<file path="src/rtl/frame_buffer_ctrl_pkg.sv">
// Shared definitions for the frame buffer write-side controller:
// command opcodes, controller FSM states and the frame buffer geometry.
package frame_buffer_ctrl_pkg;

    // Number of 1-bit pixels in the frame buffer (128 rows x 256 columns).
    localparam int FB_DEPTH = 32768;

    // Command opcodes carried on CMD_OP.
    typedef enum logic [1:0] {
        OP_FILL_SOLID  = 2'b00,
        OP_FILL_CHECK  = 2'b01,
        OP_SET_COLOURS = 2'b10,
        OP_RESERVED    = 2'b11
    } cmd_op_e;

    // Controller FSM states.
    typedef enum logic [1:0] {
        ST_IDLE    = 2'b00,
        ST_FILL    = 2'b01,
        ST_WAIT_VS = 2'b10
    } fsm_state_e;

    // Checkerboard pixel: alternates along a row (col LSB) and flips every
    // row (row LSB sits at address bit 8 in the {row, col} layout).
    function automatic logic checker_pixel(input logic row_lsb, input logic col_lsb);
        return row_lsb ^ col_lsb;
    endfunction

endpackage

</file>
<file path="src/rtl/frame_buffer_ctrl_fb_write_arbiter.sv">
// Two-requester arbiter for the frame buffer write port. In fill mode a
// contested cycle goes to whichever requester lost the previous contest;
// outside fill mode the bus owns the port outright.
module fb_write_arbiter (
    input  logic i_clk,
    input  logic i_rst_n,
    input  logic i_fill_mode,
    input  logic i_bus_req,
    input  logic i_fill_req,
    output logic o_bus_gnt,
    output logic o_fill_gnt
);

    // 1 = the fill engine won the last contested cycle, 0 = the bus did.
    logic r_last_fill;
    logic w_contest;

    assign w_contest = i_fill_mode & i_bus_req & i_fill_req;

    // Grant decision: alternate on contention, otherwise grant the sole requester.
    always_comb begin
        o_bus_gnt  = 1'b0;
        o_fill_gnt = 1'b0;
        if (!i_fill_mode) begin
            o_bus_gnt = i_bus_req;
        end else if (w_contest) begin
            o_bus_gnt  = r_last_fill;
            o_fill_gnt = ~r_last_fill;
        end else begin
            o_bus_gnt  = i_bus_req;
            o_fill_gnt = i_fill_req;
        end
    end

    // Remember the winner of each contested cycle; resets as "bus won".
    always_ff @(posedge i_clk) begin
        if (!i_rst_n) begin
            r_last_fill <= 1'b0;
        end else if (w_contest) begin
            r_last_fill <= o_fill_gnt;
        end
    end

endmodule

</file>
<file path="src/rtl/frame_buffer_ctrl.sv">
// Write-side controller for the 1-bit VGA frame buffer. Shares the single
// write port between the bus and an internal whole-screen fill engine,
// and owns the colour register, which only changes at a vsync falling edge.
module frame_buffer_ctrl
    import frame_buffer_ctrl_pkg::*;
#(
    parameter int          ADDR_WIDTH   = $clog2(FB_DEPTH),
    parameter logic [15:0] COLOUR_RESET = 16'h00FF
) (
    input  logic                  i_clk,
    input  logic                  i_rst_n,
    input  logic                  BUS_VALID,
    input  logic [ADDR_WIDTH-1:0] BUS_ADDR,
    input  logic                  BUS_DATA,
    output logic                  BUS_READY,
    input  logic                  CMD_VALID,
    input  logic [1:0]            CMD_OP,
    input  logic [15:0]           CMD_DATA,
    output logic                  CMD_READY,
    input  logic                  VGA_VS,
    output logic                  FB_WE,
    output logic [ADDR_WIDTH-1:0] FB_ADDR,
    output logic                  FB_DATA,
    output logic [15:0]           CONFIG_COLOURS,
    output logic                  BUSY
);

    // Last address of a fill pass; the fill stops here rather than wrapping.
    localparam logic [ADDR_WIDTH-1:0] FILL_LAST = '1;

    fsm_state_e            r_state;
    fsm_state_e            w_next_state;
    cmd_op_e               w_op;

    logic [ADDR_WIDTH-1:0] r_fill_addr;
    logic                  r_pattern_check;
    logic                  r_solid_val;

    logic [15:0]           r_pending_colour;
    logic [15:0]           r_colours;
    logic                  r_vs_d;

    logic                  r_fb_we;
    logic [ADDR_WIDTH-1:0] r_fb_addr;
    logic                  r_fb_data;

    logic                  w_cmd_accept;
    logic                  w_fill_cmd;
    logic                  w_colour_cmd;
    logic                  w_fill_mode;
    logic                  w_bus_gnt;
    logic                  w_fill_gnt;
    logic                  w_fill_last;
    logic                  w_vs_fall;
    logic                  w_fill_pixel;

    assign w_op         = cmd_op_e'(CMD_OP);
    assign w_cmd_accept = CMD_VALID && (r_state == ST_IDLE);
    assign w_fill_cmd   = w_cmd_accept && ((w_op == OP_FILL_SOLID) || (w_op == OP_FILL_CHECK));
    assign w_colour_cmd = w_cmd_accept && (w_op == OP_SET_COLOURS);
    assign w_fill_mode  = (r_state == ST_FILL);
    assign w_fill_last  = (r_fill_addr == FILL_LAST);
    assign w_vs_fall    = r_vs_d && !VGA_VS;
    assign w_fill_pixel = r_pattern_check ? checker_pixel(r_fill_addr[8], r_fill_addr[0])
                                          : r_solid_val;

    // The fill engine requests the port on every cycle it is filling.
    fb_write_arbiter u_arbiter (
        .i_clk      (i_clk),
        .i_rst_n    (i_rst_n),
        .i_fill_mode(w_fill_mode),
        .i_bus_req  (BUS_VALID),
        .i_fill_req (w_fill_mode),
        .o_bus_gnt  (w_bus_gnt),
        .o_fill_gnt (w_fill_gnt)
    );

    // State register.
    always_ff @(posedge i_clk) begin
        if (!i_rst_n) begin
            r_state <= ST_IDLE;
        end else begin
            r_state <= w_next_state;
        end
    end

    // Next-state logic: commands only start work from IDLE; op 11 is swallowed.
    always_comb begin
        w_next_state = r_state;
        case (r_state)
            ST_IDLE: begin
                if (w_fill_cmd) begin
                    w_next_state = ST_FILL;
                end else if (w_colour_cmd) begin
                    w_next_state = ST_WAIT_VS;
                end
            end
            ST_FILL: begin
                if (w_fill_gnt && w_fill_last) begin
                    w_next_state = ST_IDLE;
                end
            end
            ST_WAIT_VS: begin
                if (w_vs_fall) begin
                    w_next_state = ST_IDLE;
                end
            end
            default: begin
                w_next_state = ST_IDLE;
            end
        endcase
    end

    // Fill engine: latch the pattern on command accept, step only when granted.
    always_ff @(posedge i_clk) begin
        if (!i_rst_n) begin
            r_fill_addr     <= '0;
            r_pattern_check <= 1'b0;
            r_solid_val     <= 1'b0;
        end else if (w_fill_cmd) begin
            r_fill_addr     <= '0;
            r_pattern_check <= (w_op == OP_FILL_CHECK);
            r_solid_val     <= CMD_DATA[0];
        end else if (w_fill_gnt) begin
            r_fill_addr     <= r_fill_addr + ADDR_WIDTH'(1);
        end
    end

    // Colour register: a new word is held pending and applied on a vsync fall.
    always_ff @(posedge i_clk) begin
        if (!i_rst_n) begin
            r_vs_d           <= 1'b1;
            r_pending_colour <= '0;
            r_colours        <= COLOUR_RESET;
        end else begin
            r_vs_d <= VGA_VS;
            if (w_colour_cmd) begin
                r_pending_colour <= CMD_DATA;
            end
            if ((r_state == ST_WAIT_VS) && w_vs_fall) begin
                r_colours <= r_pending_colour;
            end
        end
    end

    // Registered write port: one pulse per granted request, address/data held otherwise.
    always_ff @(posedge i_clk) begin
        if (!i_rst_n) begin
            r_fb_we   <= 1'b0;
            r_fb_addr <= '0;
            r_fb_data <= 1'b0;
        end else begin
            r_fb_we <= w_bus_gnt || w_fill_gnt;
            if (w_bus_gnt) begin
                r_fb_addr <= BUS_ADDR;
                r_fb_data <= BUS_DATA;
            end else if (w_fill_gnt) begin
                r_fb_addr <= r_fill_addr;
                r_fb_data <= w_fill_pixel;
            end
        end
    end

    assign BUS_READY      = w_bus_gnt;
    assign CMD_READY      = (r_state == ST_IDLE);
    assign BUSY           = (r_state != ST_IDLE);
    assign FB_WE          = r_fb_we;
    assign FB_ADDR        = r_fb_addr;
    assign FB_DATA        = r_fb_data;
    assign CONFIG_COLOURS = r_colours;

endmodule

</file>
<file path="config.mk">
export PLATFORM = sky130hd
export DESIGN_NAME = frame_buffer_ctrl
export DESIGN_NICKNAME = d
export VERILOG_FILES = /design/src/rtl/frame_buffer_ctrl_pkg.sv /design/src/rtl/frame_buffer_ctrl_fb_write_arbiter.sv /design/src/rtl/frame_buffer_ctrl.sv
export SDC_FILE = /design/constraint.sdc
export NUM_CORES = 1
export LEC_CHECK = 0
export CAP_MARGIN = 20
export CORE_UTILIZATION = 54
export CTS_BUF_LIST = sky130_fd_sc_hd__clkbuf_2 sky130_fd_sc_hd__clkbuf_4 sky130_fd_sc_hd__clkbuf_8
export CTS_CLUSTER_DIAMETER = 100
export DETAILED_ROUTE_END_ITERATION = 16
export GPL_TIMING_DRIVEN = 0
export PLACE_DENSITY_LB_ADDON = 0.15
export SETUP_SLACK_MARGIN = 0.05
export SYNTH_ARGS = -nofsm -noshare
export SYNTH_HDL_FRONTEND = slang
export SYNTH_SLANG_ARGS = --single-unit
</file>
<file path="constraint.sdc">
create_clock -name i_clk -period 4.4 [get_ports i_clk]
set_clock_uncertainty 0.1 [all_clocks]
set_input_delay 0.88 -clock i_clk [delete_from_list [all_inputs] [get_ports i_clk]]
set_output_delay 0.88 -clock i_clk [all_outputs]
set_load 0.005 [all_outputs]
</file>
==> metrics.txt <==
1st-pass router iterations 4; grt ovf 0; cell area after layout 3830 um^2; core area 4880 um^2; leading area contributor after synthesis dfxtp_1; share of layout cells above drive strength 1 8.73%; final non-filler cell total 468; Seq pwr share 50.4%; Internal Power 1.01 mW; WL/cell 12.8 um; Worst path slowest cell clkdlybuf4s50_1; Fmax achieved 317 MHz; post-synthesis async set-or-reset flop share 0%; TritonCTS clock tree yes; area grow syn2layout 36.0%; Die ar. 5500 um^2; CP max stage delay 0.49 ns; Antenna diodes 0; initial antenna violation count 0; clock buffer count from CTS 9; Hold Fails Final Rpt 0; Crit path required time 3.42 ns; clock latency at the later pin of the worst-skew pair 0.35 ns; Initial Util 57.6%; CP cell instances clkbuf_1, o21ai_2, buf_4, inv_1, clkdlybuf4s50_1; Final min period 3.15 ns; Synth Warn # 0; crit end category primary output; max cap viols 0; routed vias/inst 5.20; H-tree depth 3; Post-synth top flop dfxtp_1; fin crit share 71.6%; Comb pwr share 10.4%; share of the synthesized area in the top cell type 49.8%; die width 74.2 um; Overall Global Routing Usage 23.0%; Initial DRC Count 132; filler cell count 381; Row Count 25; DRT Wirelength 5990 um; Root Buffer clkbuf_8; PortBufs 73; Clk network pwr share 39.2%; number of flops mapped to enable cells by yosys 0; pin count of the biggest net entering global routing 13; IO Pins 75; Setup CP Type in -> out; Power, Total 1.32 mW; Post-Syn Area per Cell 9.02 um^2; HPWL Detailed 4290 um; status finished, final reports clean; Min-Delay Path Class reg -> reg; Net count, final 436; Post-CTS Setup Inserts 0; Sw Pwr 310 uW; pwr dens 344 nW/um^2; syn nets 352; Fin Setup TNS 0 ns; vias in the first global route 2174; Max IR drop VDD 0.241 mV; Sinks on Clock Net 70; final setup fails 0; DRC violations left 0; sequential fraction of the synthesis area 49.8%; cell area after synthesis 2810 um^2; FF+latch count, synth 70; top post-synthesis cells by area dfxtp_1 50%, mux2i_1 12%, nand2_1 7.3%; Worst Tran Pin Value 0.604 ns; Cells after DPL 452; GP Congestion 0.732; Arrival @ worst endpoint 2.17 ns; CP Launch Type primary input; Vert. Die Dim 74.2 um; final slew viol count 0; Clock Path Buffers 2; cts repair resizes 0; Hold Buf Count CTS 0; remaining antenna violation count 0; synthesized instance count 312; post-place instance area 3630 um^2; P_leak 1.60 nW; Relative slew margins 59.6%; register clock-pin slew on the reported worst setup and hold paths 0.08 ns; switching share of total power 23.6%; Synth cell types 41; RSZ-0062 raised after global routing no; critical path peak fanout 10; global-route wire length before repair 9560 um; via count 2434
## cell families after synthesis
family	after synthesis	share of synthesized area [%]
simple gates	132	23.2
flops	70	49.8
compound gates	43	8.10
mux	34	12.1
buf+inv	23	3.51
xor+xnor	9	2.80
fa+ha+maj	1	0.445
## power by group through the flow
| stage | sequential, mW | combinational (mW) | clock, mW |
|---|---|---|---|
| floorplan | 0.677 | 0.0640 | 0 |
| finish | 0.664 | 0.136 | 0.516 |
| global placement | 0.677 | 0.134 | 0 |
| global route | 0.665 | 0.150 | 0.548 |
| detailed placement | 0.678 | 0.137 | 0 |
| CTS | 0.664 | 0.138 | 0.522 |
## sequential cells by signal (all words and copies together) (netlist names)
register	count
CONFIG_COLOURS	16
r_pending_colour	16
FB_ADDR	15
r_fill_addr	15
r_state	2
FB_DATA	1
FB_WE	1
r_pattern_check	1
r_solid_val	1
r_vs_d	1
u_arbiter.r_last_fill	1
## final timing paths
path	start	end	slack (ns)	cells after the start
worst max register to register	r_fill_addr[0]	r_state[0]	2.37	5
worst min register to register	FB_ADDR[12]	FB_ADDR[12]	0.35	2
worst min-delay path	FB_ADDR[12]	FB_ADDR[12]	0.35	2
worst max-delay path	BUS_VALID	BUS_READY	1.25	5
## Yosys cell counts (2+ instances only)
cell,count
a21oi_1,18
or3_1,4
or4_1,2
o21ai_1,3
o31ai_1,2
nor2_1,31
nand2b_1,3
mux2i_1,34
nand3_1,12
o21ai_0,18
nor3_1,2
nand4_1,3
clkbuf_1,6
buf_2,7
inv_1,9
xor2_1,8
nand2_1,55
and3_1,3
dfxtp_1,70
## final cells by class
| cell class | count | area (um^2) | area share, % |
|---|---|---|---|
| Buffer | 14 | 65.1 | 1.70 |
| Sequential cell | 70 | 1400 | 36.6 |
| Timing Repair Buffer | 73 | 731 | 19.1 |
| Inverter | 9 | 33.8 | 0.883 |
| Tap cell | 67 | 83.8 | 2.19 |
| Clock inverter | 6 | 61.3 | 1.60 |
| Clock buffer | 10 | 138 | 3.60 |
| Multi-Input combinational cell | 219 | 1310 | 34.3 |
## per-layer routing
metal / global-route usage [%] / part of all wire [%] / vias up
li1: - / - / 1232
met1: 26.2 / 44 / 1128
met2: 39.6 / 48 / 63
met3: 5.96 / 5.9 / 11
met4: 12.4 / 1.6 / 0
met5: 0 / 0 / -
## stage by stage
stage	utilization (%)	hold slack [ns]	setup slack, ns
global placement	74.3	0.332	1.27
floorplan	-	0.332	1.83
finish	78.4	0.353	1.25
detailed placement	74.3	0.342	1.23
CTS	78.4	0.359	1.23
global route	78.4	0.377	1.15
## placed cells by master, fill, tap and decap left out, types with 4 or more instances in the layout
cell / count
dfxtp_1: 70
buf_2: 7
xor2_1: 8
a21oi_1: 18
nor2_1: 31
nand3_1: 12
or3_1: 4
inv_1: 9
clkbuf_8: 10
o21ai_0: 18
clkdlybuf4s50_1: 73
mux2i_1: 34
clkbuf_1: 6
nand2_1: 55
## worst max-delay path: cells and delay by family
kind            cells  cell delay [ns]
compound gates      1             0.23
buf+inv             4             1.06
Note: power is estimated with default switching activity, not from simulation.
